===== config.mk =====
export PLATFORM = sky130hd
export DESIGN_NAME = motion_cmd_sequencer_flat
export DESIGN_NICKNAME = d
export VERILOG_FILES = /design/src/rtl/motion_cmd_sequencer_if.sv /design/src/rtl/motion_cmd_sequencer.sv /design/src/flat_wrapper.sv
export SDC_FILE = /design/constraint.sdc
export NUM_CORES = 1
export LEC_CHECK = 0
export CORE_MARGIN = 10
export CORE_UTILIZATION = 55
export CTS_BUF_LIST = sky130_fd_sc_hd__clkbuf_8
export DETAILED_ROUTE_END_ITERATION = 12
export PLACE_DENSITY = 0.77
export SYNTH_ARGS = -nofsm -noshare
export SYNTH_HDL_FRONTEND = slang
export SYNTH_SLANG_ARGS = --single-unit

===== constraint.sdc =====
create_clock -name clk -period 4.3 [get_ports clk]
set_input_delay 0.86 -clock clk [delete_from_list [all_inputs] [get_ports clk]]
set_output_delay 0.86 -clock clk [all_outputs]
set_load 0.02 [all_outputs]

===== src/rtl/motion_cmd_sequencer_if.sv =====
// Key/collision inputs and motion command outputs of the motion command sequencer.
// Latency: none (wires only).
// Backpressure: none; commands are strobes and the datapath must accept each cmdValid.
interface motion_cmd_sequencer_if;
   logic       startOfFrame;
   logic       rightN;
   logic       leftN;
   logic       jumpN;
   logic       collision;
   logic [3:0] HitEdgeCode;
   logic       cmdValid;
   logic [1:0] cmdCode;
   logic       grounded;
   logic [1:0] phase;
   logic [2:0] queueCount;
   logic       cmdDropped;
   logic       airTimeout;

   // Stimulus side: drives keys, frame pulses and collisions, observes commands.
   modport master (
      output startOfFrame, rightN, leftN, jumpN, collision, HitEdgeCode,
      input  cmdValid, cmdCode, grounded, phase, queueCount, cmdDropped, airTimeout
   );

   // Sequencer side.
   modport slave (
      input  startOfFrame, rightN, leftN, jumpN, collision, HitEdgeCode,
      output cmdValid, cmdCode, grounded, phase, queueCount, cmdDropped, airTimeout
   );
endinterface


===== src/rtl/motion_cmd_sequencer.sv =====
// Turns active-low key presses into queued one-clk move commands issued at frame start while grounded.
// Latency: key low to queued = 3 clk; startOfFrame pop to cmdValid = 1 clk.
// Backpressure: none upstream; a press arriving with a full queue is discarded and flagged on cmdDropped.
module motion_cmd_sequencer #(
   parameter int QUEUE_DEPTH    = 2,
   parameter int MIN_AIR_FRAMES = 4,
   parameter int MAX_AIR_FRAMES = 90,
   parameter int SETTLE_FRAMES  = 2
) (
   input logic                   clk,
   input logic                   resetN,
   motion_cmd_sequencer_if.slave bus
);

   localparam logic [2:0] DEPTH_C  = 3'(QUEUE_DEPTH);
   localparam logic [1:0] PTR_LAST = 2'(QUEUE_DEPTH - 1);
   localparam logic [7:0] MIN_A    = 8'(MIN_AIR_FRAMES);
   localparam logic [7:0] MAX_A    = 8'(MAX_AIR_FRAMES);
   localparam logic [7:0] SETTLE_C = 8'(SETTLE_FRAMES);

   typedef enum logic [1:0] {
      ST_GROUND = 2'b00,
      ST_AIR    = 2'b01,
      ST_SETTLE = 2'b10
   } state_t;

   // Key order inside the vectors: {jump, right, left}.
   logic [2:0] key_s1, key_s2, key_prev;
   logic [2:0] press;
   logic       push_vld;
   logic [1:0] push_dat;

   logic [1:0] fifo_mem [4];
   logic [1:0] wr_ptr, rd_ptr;
   logic [2:0] count;
   logic       full, empty, push_ok, drop;

   state_t     state_q, state_d;
   logic [7:0] cnt_q, cnt_d, cnt_inc;
   logic       land_q, land_d, land_eff, bottom_hit;
   logic       pop, flush, timeout_d;

   logic       cmd_valid_q, dropped_q, timeout_q;
   logic [1:0] cmd_code_q;

   // Only the bottom-edge bit matters to this block.
   logic       unused_edges;
   assign unused_edges = &{1'b0, bus.HitEdgeCode[3:1]};

   // Two-flop synchroniser plus one history flop for falling-edge detection.
   always_ff @(posedge clk or negedge resetN) begin
      if (!resetN) begin
         key_s1   <= 3'b111;
         key_s2   <= 3'b111;
         key_prev <= 3'b111;
      end else begin
         key_s1   <= {bus.jumpN, bus.rightN, bus.leftN};
         key_s2   <= key_s1;
         key_prev <= key_s2;
      end
   end

   assign press    = key_prev & ~key_s2;
   assign push_vld = |press;
   assign push_dat = press[2] ? 2'b01 : (press[1] ? 2'b10 : 2'b11);

   assign full    = (count == DEPTH_C);
   assign empty   = (count == 3'd0);
   assign push_ok = push_vld && (!full || pop) && !flush;
   assign drop    = push_vld && full && !pop;

   function automatic logic [1:0] next_ptr(input logic [1:0] p);
      return (p == PTR_LAST) ? 2'd0 : p + 2'd1;
   endfunction

   // Command storage; contents are don't-care while the count says empty.
   always_ff @(posedge clk) begin
      if (push_ok) fifo_mem[wr_ptr] <= push_dat;
   end

   // Queue pointers and occupancy, with flush on airborne timeout.
   always_ff @(posedge clk or negedge resetN) begin
      if (!resetN) begin
         wr_ptr <= 2'd0;
         rd_ptr <= 2'd0;
         count  <= 3'd0;
      end else if (flush) begin
         wr_ptr <= 2'd0;
         rd_ptr <= 2'd0;
         count  <= 3'd0;
      end else begin
         if (push_ok) wr_ptr <= next_ptr(wr_ptr);
         if (pop)     rd_ptr <= next_ptr(rd_ptr);
         case ({push_ok, pop})
            2'b10:   count <= count + 3'd1;
            2'b01:   count <= count - 3'd1;
            default: count <= count;
         endcase
      end
   end

   assign cnt_inc    = (cnt_q == 8'hFF) ? cnt_q : cnt_q + 8'd1;
   assign bottom_hit = bus.collision && bus.HitEdgeCode[0];
   assign land_eff   = land_q || bottom_hit;

   // Phase state, frame counter and landing flag registers.
   always_ff @(posedge clk or negedge resetN) begin
      if (!resetN) begin
         state_q <= ST_GROUND;
         cnt_q   <= 8'd0;
         land_q  <= 1'b0;
      end else begin
         state_q <= state_d;
         cnt_q   <= cnt_d;
         land_q  <= land_d;
      end
   end

   // Next phase: leave GROUND on an issue, leave AIR on a real landing or timeout, leave SETTLE after the settle frames.
   always_comb begin
      state_d = state_q;
      case (state_q)
         ST_GROUND: if (bus.startOfFrame && !empty) state_d = ST_AIR;
         ST_AIR: begin
            if (bus.startOfFrame) begin
               if (land_eff && cnt_inc >= MIN_A) state_d = ST_SETTLE;
               else if (cnt_inc == MAX_A)        state_d = ST_GROUND;
            end
         end
         ST_SETTLE: if (bus.startOfFrame && cnt_inc == SETTLE_C) state_d = ST_GROUND;
         default: state_d = ST_GROUND;
      endcase
   end

   // Per-phase actions: pop, counter/landing updates, timeout and flush.
   always_comb begin
      pop       = 1'b0;
      flush     = 1'b0;
      timeout_d = 1'b0;
      cnt_d     = cnt_q;
      land_d    = land_q;
      case (state_q)
         ST_GROUND: begin
            if (bus.startOfFrame && !empty) begin
               pop    = 1'b1;
               cnt_d  = 8'd0;
               land_d = 1'b0;
            end
         end
         ST_AIR: begin
            land_d = land_eff;
            if (bus.startOfFrame) begin
               cnt_d = cnt_inc;
               if (land_eff && cnt_inc >= MIN_A) begin
                  cnt_d = 8'd0;
               end else if (cnt_inc == MAX_A) begin
                  timeout_d = 1'b1;
                  flush     = 1'b1;
               end else if (cnt_inc < MIN_A) begin
                  // Contact this early is the player leaving the ground, not landing.
                  land_d = 1'b0;
               end
            end
         end
         ST_SETTLE: if (bus.startOfFrame) cnt_d = cnt_inc;
         default: ;
      endcase
   end

   // Registered command strobe/code and single-clk status pulses.
   always_ff @(posedge clk or negedge resetN) begin
      if (!resetN) begin
         cmd_valid_q <= 1'b0;
         cmd_code_q  <= 2'b00;
         dropped_q   <= 1'b0;
         timeout_q   <= 1'b0;
      end else begin
         cmd_valid_q <= pop;
         if (pop) cmd_code_q <= fifo_mem[rd_ptr];
         dropped_q   <= drop;
         timeout_q   <= timeout_d;
      end
   end

   assign bus.cmdValid   = cmd_valid_q;
   assign bus.cmdCode    = cmd_code_q;
   assign bus.grounded   = (state_q == ST_GROUND);
   assign bus.phase      = state_q;
   assign bus.queueCount = count;
   assign bus.cmdDropped = dropped_q;
   assign bus.airTimeout = timeout_q;

endmodule

===== src/flat_wrapper.sv =====
// flat-port wrapper written by rule: the top's interface ports become plain ports
module motion_cmd_sequencer_flat 
#(
   parameter int QUEUE_DEPTH    = 2,
   parameter int MIN_AIR_FRAMES = 4,
   parameter int MAX_AIR_FRAMES = 90,
   parameter int SETTLE_FRAMES  = 2
)
  (clk, resetN, bus_startOfFrame, bus_rightN, bus_leftN, bus_jumpN, bus_collision, bus_HitEdgeCode, bus_cmdValid, bus_cmdCode, bus_grounded, bus_phase, bus_queueCount, bus_cmdDropped, bus_airTimeout);
  motion_cmd_sequencer_if bus_i ();
  input logic clk;
  input logic resetN;
  input wire logic [$bits(bus_i.startOfFrame)-1:0] bus_startOfFrame;
  input wire logic [$bits(bus_i.rightN)-1:0] bus_rightN;
  input wire logic [$bits(bus_i.leftN)-1:0] bus_leftN;
  input wire logic [$bits(bus_i.jumpN)-1:0] bus_jumpN;
  input wire logic [$bits(bus_i.collision)-1:0] bus_collision;
  input wire logic [$bits(bus_i.HitEdgeCode)-1:0] bus_HitEdgeCode;
  output wire logic [$bits(bus_i.cmdValid)-1:0] bus_cmdValid;
  output wire logic [$bits(bus_i.cmdCode)-1:0] bus_cmdCode;
  output wire logic [$bits(bus_i.grounded)-1:0] bus_grounded;
  output wire logic [$bits(bus_i.phase)-1:0] bus_phase;
  output wire logic [$bits(bus_i.queueCount)-1:0] bus_queueCount;
  output wire logic [$bits(bus_i.cmdDropped)-1:0] bus_cmdDropped;
  output wire logic [$bits(bus_i.airTimeout)-1:0] bus_airTimeout;
  assign bus_i.startOfFrame = bus_startOfFrame;
  assign bus_i.rightN = bus_rightN;
  assign bus_i.leftN = bus_leftN;
  assign bus_i.jumpN = bus_jumpN;
  assign bus_i.collision = bus_collision;
  assign bus_i.HitEdgeCode = bus_HitEdgeCode;
  assign bus_cmdValid = bus_i.cmdValid;
  assign bus_cmdCode = bus_i.cmdCode;
  assign bus_grounded = bus_i.grounded;
  assign bus_phase = bus_i.phase;
  assign bus_queueCount = bus_i.queueCount;
  assign bus_cmdDropped = bus_i.cmdDropped;
  assign bus_airTimeout = bus_i.airTimeout;
  motion_cmd_sequencer #(.QUEUE_DEPTH(QUEUE_DEPTH), .MIN_AIR_FRAMES(MIN_AIR_FRAMES), .MAX_AIR_FRAMES(MAX_AIR_FRAMES), .SETTLE_FRAMES(SETTLE_FRAMES)) u_core (.clk(clk), .resetN(resetN), .bus(bus_i));
endmodule

# Word-level counts from Yosys, hierarchy flattened
# Memory sizes are Yosys's and may differ from the RTL's. A register that Yosys moved wholly into a read port is not among the register bits.
# Cells that the tools add are included.
# totals
inputBits	11
register_bits	30
output_inout_bits	11
mem_bits_rw	8
n_memories	1
# mem_list
name	depth	width	rd	rd_ports_with_merged_regs	write_ports	line_no	rtl
u_core.fifo_mem	4	2	1	1	1	motion_cmd_sequencer.sv:33	logic [1:0] fifo_mem [4];
# classes
bitwise	2
eq_ne	15
n_lt_le_gt_ge	2
reduce_logical	26
n_mux	36
n_addsub	5
# ops
operator	count
two-way mux 8 bit	5
two-way mux 2 bit	12
one-hot mux 8 bit (3 select lines)	1
two-way mux 1 bit	14
adder 8 x 1 -> 8 bit, second input constant	1
== test 2 x 1 -> 1 bit, second input constant	4
== test 8 x 2 -> 1 bit, second input constant	1
== test 8 x 7 -> 1 bit, second input constant	1
== test 8 bit, second input constant	1
>= comparator 8 x 3 -> 1 bit, second input constant	1
logical AND 1 bit	8
< comparator 8 x 3 -> 1 bit, second input constant	1
AND reduction 4 bit	2
one-hot mux 2 bit (3 select lines)	1
one-hot mux 3 bit (2 select lines)	1
nonzero test 2 bit	3
nonzero test 3 bit	2
logical NOT 1 bit	5
adder 2 x 1 -> 2 bit, second input constant	2
== test 2 bit, second input constant	2
!= test 2 x 1 -> 1 bit, second input constant	2
!= test 2 bit, second input constant	2
adder 3 x 1 -> 3 bit, second input constant	1
bitwise AND 3 bit	1
other kinds (11)	12

# Depth between registers and ports, before layout
# logic_depth
depth_word	12
depth_mapped	13
depth_no_buf	12

# Least setup slack after synthesis
# No wires, ideal clock.
# synth_path
kind	reg2reg
startpoint	register u_core.cnt_q[0]
endpoint	register u_core.count[1] (netlist: u_core.bus.queueCount[1])
setup_ps	130
setup_slack_ps	1235
n_path_buf	1
synth_period_minus_slack_ps	3065
t_arrival_ps	2936
path_stages_with_launch	12
required_time_ps	4170
cell_sequence	dfrtp_1 > ha_1 > buf_4 > nand2_2 > or4b_1 > a211o_1 > o21a_1 > o31ai_4 > ha_1 > fa_1 > mux2i_1 > nor2_1
# synth_between
elab_chain_cells	12
# synth_rtl
element	line_no	rtl
start: declaration	motion_cmd_sequencer.sv:39	logic [7:0] cnt_q, cnt_d, cnt_inc;
start signal: assignment	motion_cmd_sequencer.sv:114	cnt_q <= cnt_d;
adder 8 x 1 -> 8 bit / == test 8 bit (equally long branches)	motion_cmd_sequencer.sv:102	assign cnt_inc = (cnt_q == 8'hFF) ? cnt_q : cnt_q + 8'd1;
two-way mux 8 bit (*)	motion_cmd_sequencer.sv:102	
>= comparator 8 x 3 -> 1 bit / == test 8 x 7 -> 1 bit (equally long branches)	motion_cmd_sequencer.sv:154, motion_cmd_sequencer.sv:156	
logical AND 1 bit / two-way mux 1 bit (equally long branches)	motion_cmd_sequencer.sv:154, motion_cmd_sequencer.sv:156	
two-way mux 1 bit (*)	motion_cmd_sequencer.sv:154	if (land_eff && cnt_inc >= MIN_A) begin
two-way mux 1 bit (*)	motion_cmd_sequencer.sv:152	if (bus.startOfFrame) begin
two-way mux 1 bit (*)	motion_cmd_sequencer.sv:142	case (state_q)
logical NOT 1 bit	motion_cmd_sequencer.sv:69	assign push_ok = push_vld && (!full || pop) && !flush;
logical AND 1 bit	motion_cmd_sequencer.sv:69	
== test 2 x 1 -> 1 bit / == test 2 bit (equally long branches)	motion_cmd_sequencer.sv:94	case ({push_ok, pop})
one-hot mux 3 bit (2 select lines)	motion_cmd_sequencer.sv:94	
two-way mux 3 bit	motion_cmd_sequencer.sv:87	end else if (flush) begin
end signal: assignment	motion_cmd_sequencer.sv:95	2'b10: count <= count + 3'd1;
end signal: assignment	motion_cmd_sequencer.sv:96	2'b01: count <= count - 3'd1;
end signal: assignment	motion_cmd_sequencer.sv:97	default: count <= count;
end: declaration	motion_cmd_sequencer.sv:35	logic [2:0] count;
# Mark *: on every way between the ends. The rest lies on a longest branch, timed or not.
# A chain may end at the register's enable or synchronous reset.

# Worst setup path after layout
# Same ends and word-level chain as after synthesis.

==> results.ini <==
[drt]
drc=0
vias=1606
wl_per_cell_um=15.7
drtPass1Iterations=4
viasPerCell=5.95
drt_iter0_drc=102
ant_nets=0
drt-total-wl_mm=4.23

[worst_setup_path]
cp.arrival_ns=3.67
crit_path_max_fanout=9
end_kind=register
path_class=register to register
cp-start-kind=register
required_ns=4.46

[timing]
tns_ns=0
slew_viol_final=0
fin_crit_ns=3.51
skew_ns=0.00210
grt_setup_unrepaired=false
hold_viol_final=0
slew_headroom_pct=53.9
max_freq_mhz=285
setup_viol=0
post-route-period-util_pct=81.7
tightest_slew_ns=0.684

[synth]
syn_area_mm2=0.00218
ys_async_sr_fraction_pct=80.0
synth_top_area_share_pct=26.3
ys_ff_latch=40
synthDistinctLibCells=54
syn-mean-instance-area_um2=10.9
synthTopCellsByCount=23 x dfrtp_1, 19 x nor2_1, 18 x a21oi_1, 12 x nand3_1
synth_top_area_cell=dfrtp_1
yosys_warnings=0
synth_seq_area_share_pct=48.2
yosys.cell_count.top_type=dfrtp_1
ys.flop_type=dfrtp_1
synth_area_leaders=dfrtp_1 26%, edfxtp_1 11%, dfstp_2 11%
syn_inst=200
syn_nets=218
synth_edf_count=8

[final_layout]
fin_area_mm2=0.00252
diodes=0
final_util_pct=67.3
final_nets=239
area_growth_pct=15.3
layout-drive-gt1-share_pct=17.1

[place]
finalWeightedCongestion=0.798
dpl.hpwl_mm=3.11
numPortBuffers=18
place_area_mm2=0.00240

[global_routing]
track_usage_pct=12.8
grt_pass1_wl_mm=7.72
grt_antenna_before_repair=0
grt_max_degree=33
grt_pass1_vias=1643
grt_overflow_total=0

[die]
num_rows=22
core_area_mm2=0.00374
start_util_pct=58.4
io-pin-count=22
die_w_um=83.0
dieHeight_um=83.0
die-area_mm2=0.00689

[clocking]
cts_tree=built
numCtsBuffers=5
clock_latency_ns=0.28
cts_max_level=2
clock_path_buffers=2
cts_setup_buffers=0
clockRootBuffer=clkbuf_8
post_cts_resized=0
hold_buffers=0
cts_sinks=40
clkTransAtPathRegs_ns=0.08

[run_status]
status=complete, no violations

[power]
vdd_ir_drop_max_mv=0.258
power_density_mw_per_mm2=604
power_leakage_nw=0.979

[job]
max_cap_violations=0

[hold_path]
hp-class=register to register

[stage by stage]
| stage | power (mW) | hold slack [ns] | cells | worst slack, ns |
|---|---|---|---|---|
| finish | 1.52 | 0.358 | 270 | 0.788 |
| floorplan | 1.02 | 0.345 | 200 | 1.23 |
| global route | 1.64 | 0.362 | 270 | 0.646 |
| global placement | 1.19 | 0.347 | 262 | 0.942 |
| detailed placement | 1.22 | 0.347 | 262 | 0.827 |
| CTS | 1.53 | 0.359 | 270 | 0.813 |
[worst paths after layout]
| kind | start | to | slack [ns] | cells after the start |
|---|---|---|---|---|
| hold reg to reg | u_core.key_s1[2]$_DFF_PN1_ | u_core.key_s2[2]$_DFF_PN1_ | 0.36 | 0 |
| setup reg to reg | u_core.cnt_q[0]$_DFFE_PN0P_ | u_core.bus.queueCount[1]$_DFFE_PN0P_ | 0.79 | 10 |
| setup / recovery | u_core.cnt_q[0]$_DFFE_PN0P_ | u_core.bus.queueCount[1]$_DFFE_PN0P_ | 0.79 | 10 |
| max in group asynchronous | resetN | u_core.key_s1[2]$_DFF_PN1_ | 3.01 | 2 |
| hold / removal | u_core.key_s1[2]$_DFF_PN1_ | u_core.key_s2[2]$_DFF_PN1_ | 0.36 | 0 |
| min in group asynchronous | resetN | u_core.cnt_q[1]$_DFFE_PN0P_ | 0.97 | 2 |
[worst max-delay path, cell delays in order (launching register included)]
cell and delay [ns]:
dfrtp_1 0.43, ha_1 0.40, nand2_2 0.17, or4b_1 0.61, a211o_1 0.36, o21a_1 0.25
o31ai_4 0.30, ha_1 0.27, fa_1 0.42, mux2i_1 0.14, nor2_1 0.05
[logic make-up (layout without fill, tap and decap cells)]
| family | after synthesis | count (layout) | share of synthesized area [%] |
|---|---|---|---|
| compound gates | 50 | 50 | 17.0 |
| flops | 40 | 40 | 48.2 |
| simple gates | 70 | 70 | 18.6 |
| buf+inv | 17 | 39 | 3.61 |
| xor+xnor | 6 | 6 | 2.41 |
| mux | 10 | 10 | 5.84 |
| fa+ha+maj | 7 | 7 | 4.35 |
[power by group]
part / leakage [nW] / switching (mW) / internal, mW
sequential: 0.460 / 0.0694 / 0.467
clock: 0.0583 / 0.133 / 0.175
combinational: 0.461 / 0.379 / 0.299
total: 0.979 / 0.582 / 0.941
[flip-flops by register name (all words and copies together), names as in the netlist]
| register | flops |
|---|---|
| u_core.cnt_q | 8 |
| u_core.fifo_mem | 8 |
| u_core.bus.queueCount | 3 |
| u_core.key_prev | 3 |
| u_core.key_s1 | 3 |
| u_core.key_s2 | 3 |
| u_core.bus.cmdCode | 2 |
| u_core.bus.phase | 2 |
| u_core.rd_ptr | 2 |
| u_core.wr_ptr | 2 |
| u_core.bus.airTimeout | 1 |
| u_core.bus.cmdDropped | 1 |
| u_core.bus.cmdValid | 1 |
| u_core.land_q | 1 |
[layout make-up]
| class | instances | area, um2 |
|---|---|---|
| flip-flops and latches | 40 | 1050 |
| clock buffers | 5 | 68.8 |
| clock inverters | 3 | 47.5 |
| fillers | 294 | 1220 |
| inverters | 11 | 41.3 |
| repair buffers | 20 | 195 |
| multi-input cells | 143 | 1050 |
| well taps | 48 | 60.1 |
[per-layer routing]
| layer | up-vias | GRT usage (%) | share of wire [%] |
|---|---|---|---|
| li1 | 777 | - | - |
| met1 | 780 | 16.4 | 47 |
| met2 | 45 | 20.3 | 47 |
| met3 | 4 | 4.10 | 4.6 |
| met4 | 0 | 3.54 | 0.80 |
| met5 | - | 0 | 0 |
[placed cells by master (no fill, tap or decap), types with 3 or more instances in the layout]
cell             count
dfrtp_1             23
nor2_1              19
a21oi_1             18
clkdlybuf4s50_1     18
nand3_1             12
inv_1               11
nand2_1             11
dfstp_2              9
edfxtp_1             8
mux2i_1              6
o21ai_0              6
ha_1                 6
xnor2_1              5
clkbuf_8             5
nor2b_1              3
nand2_2              3
or2_2                3
and2_1               3
nor3b_1              3
o22ai_1              3
Power figures use the tool's default switching activity.
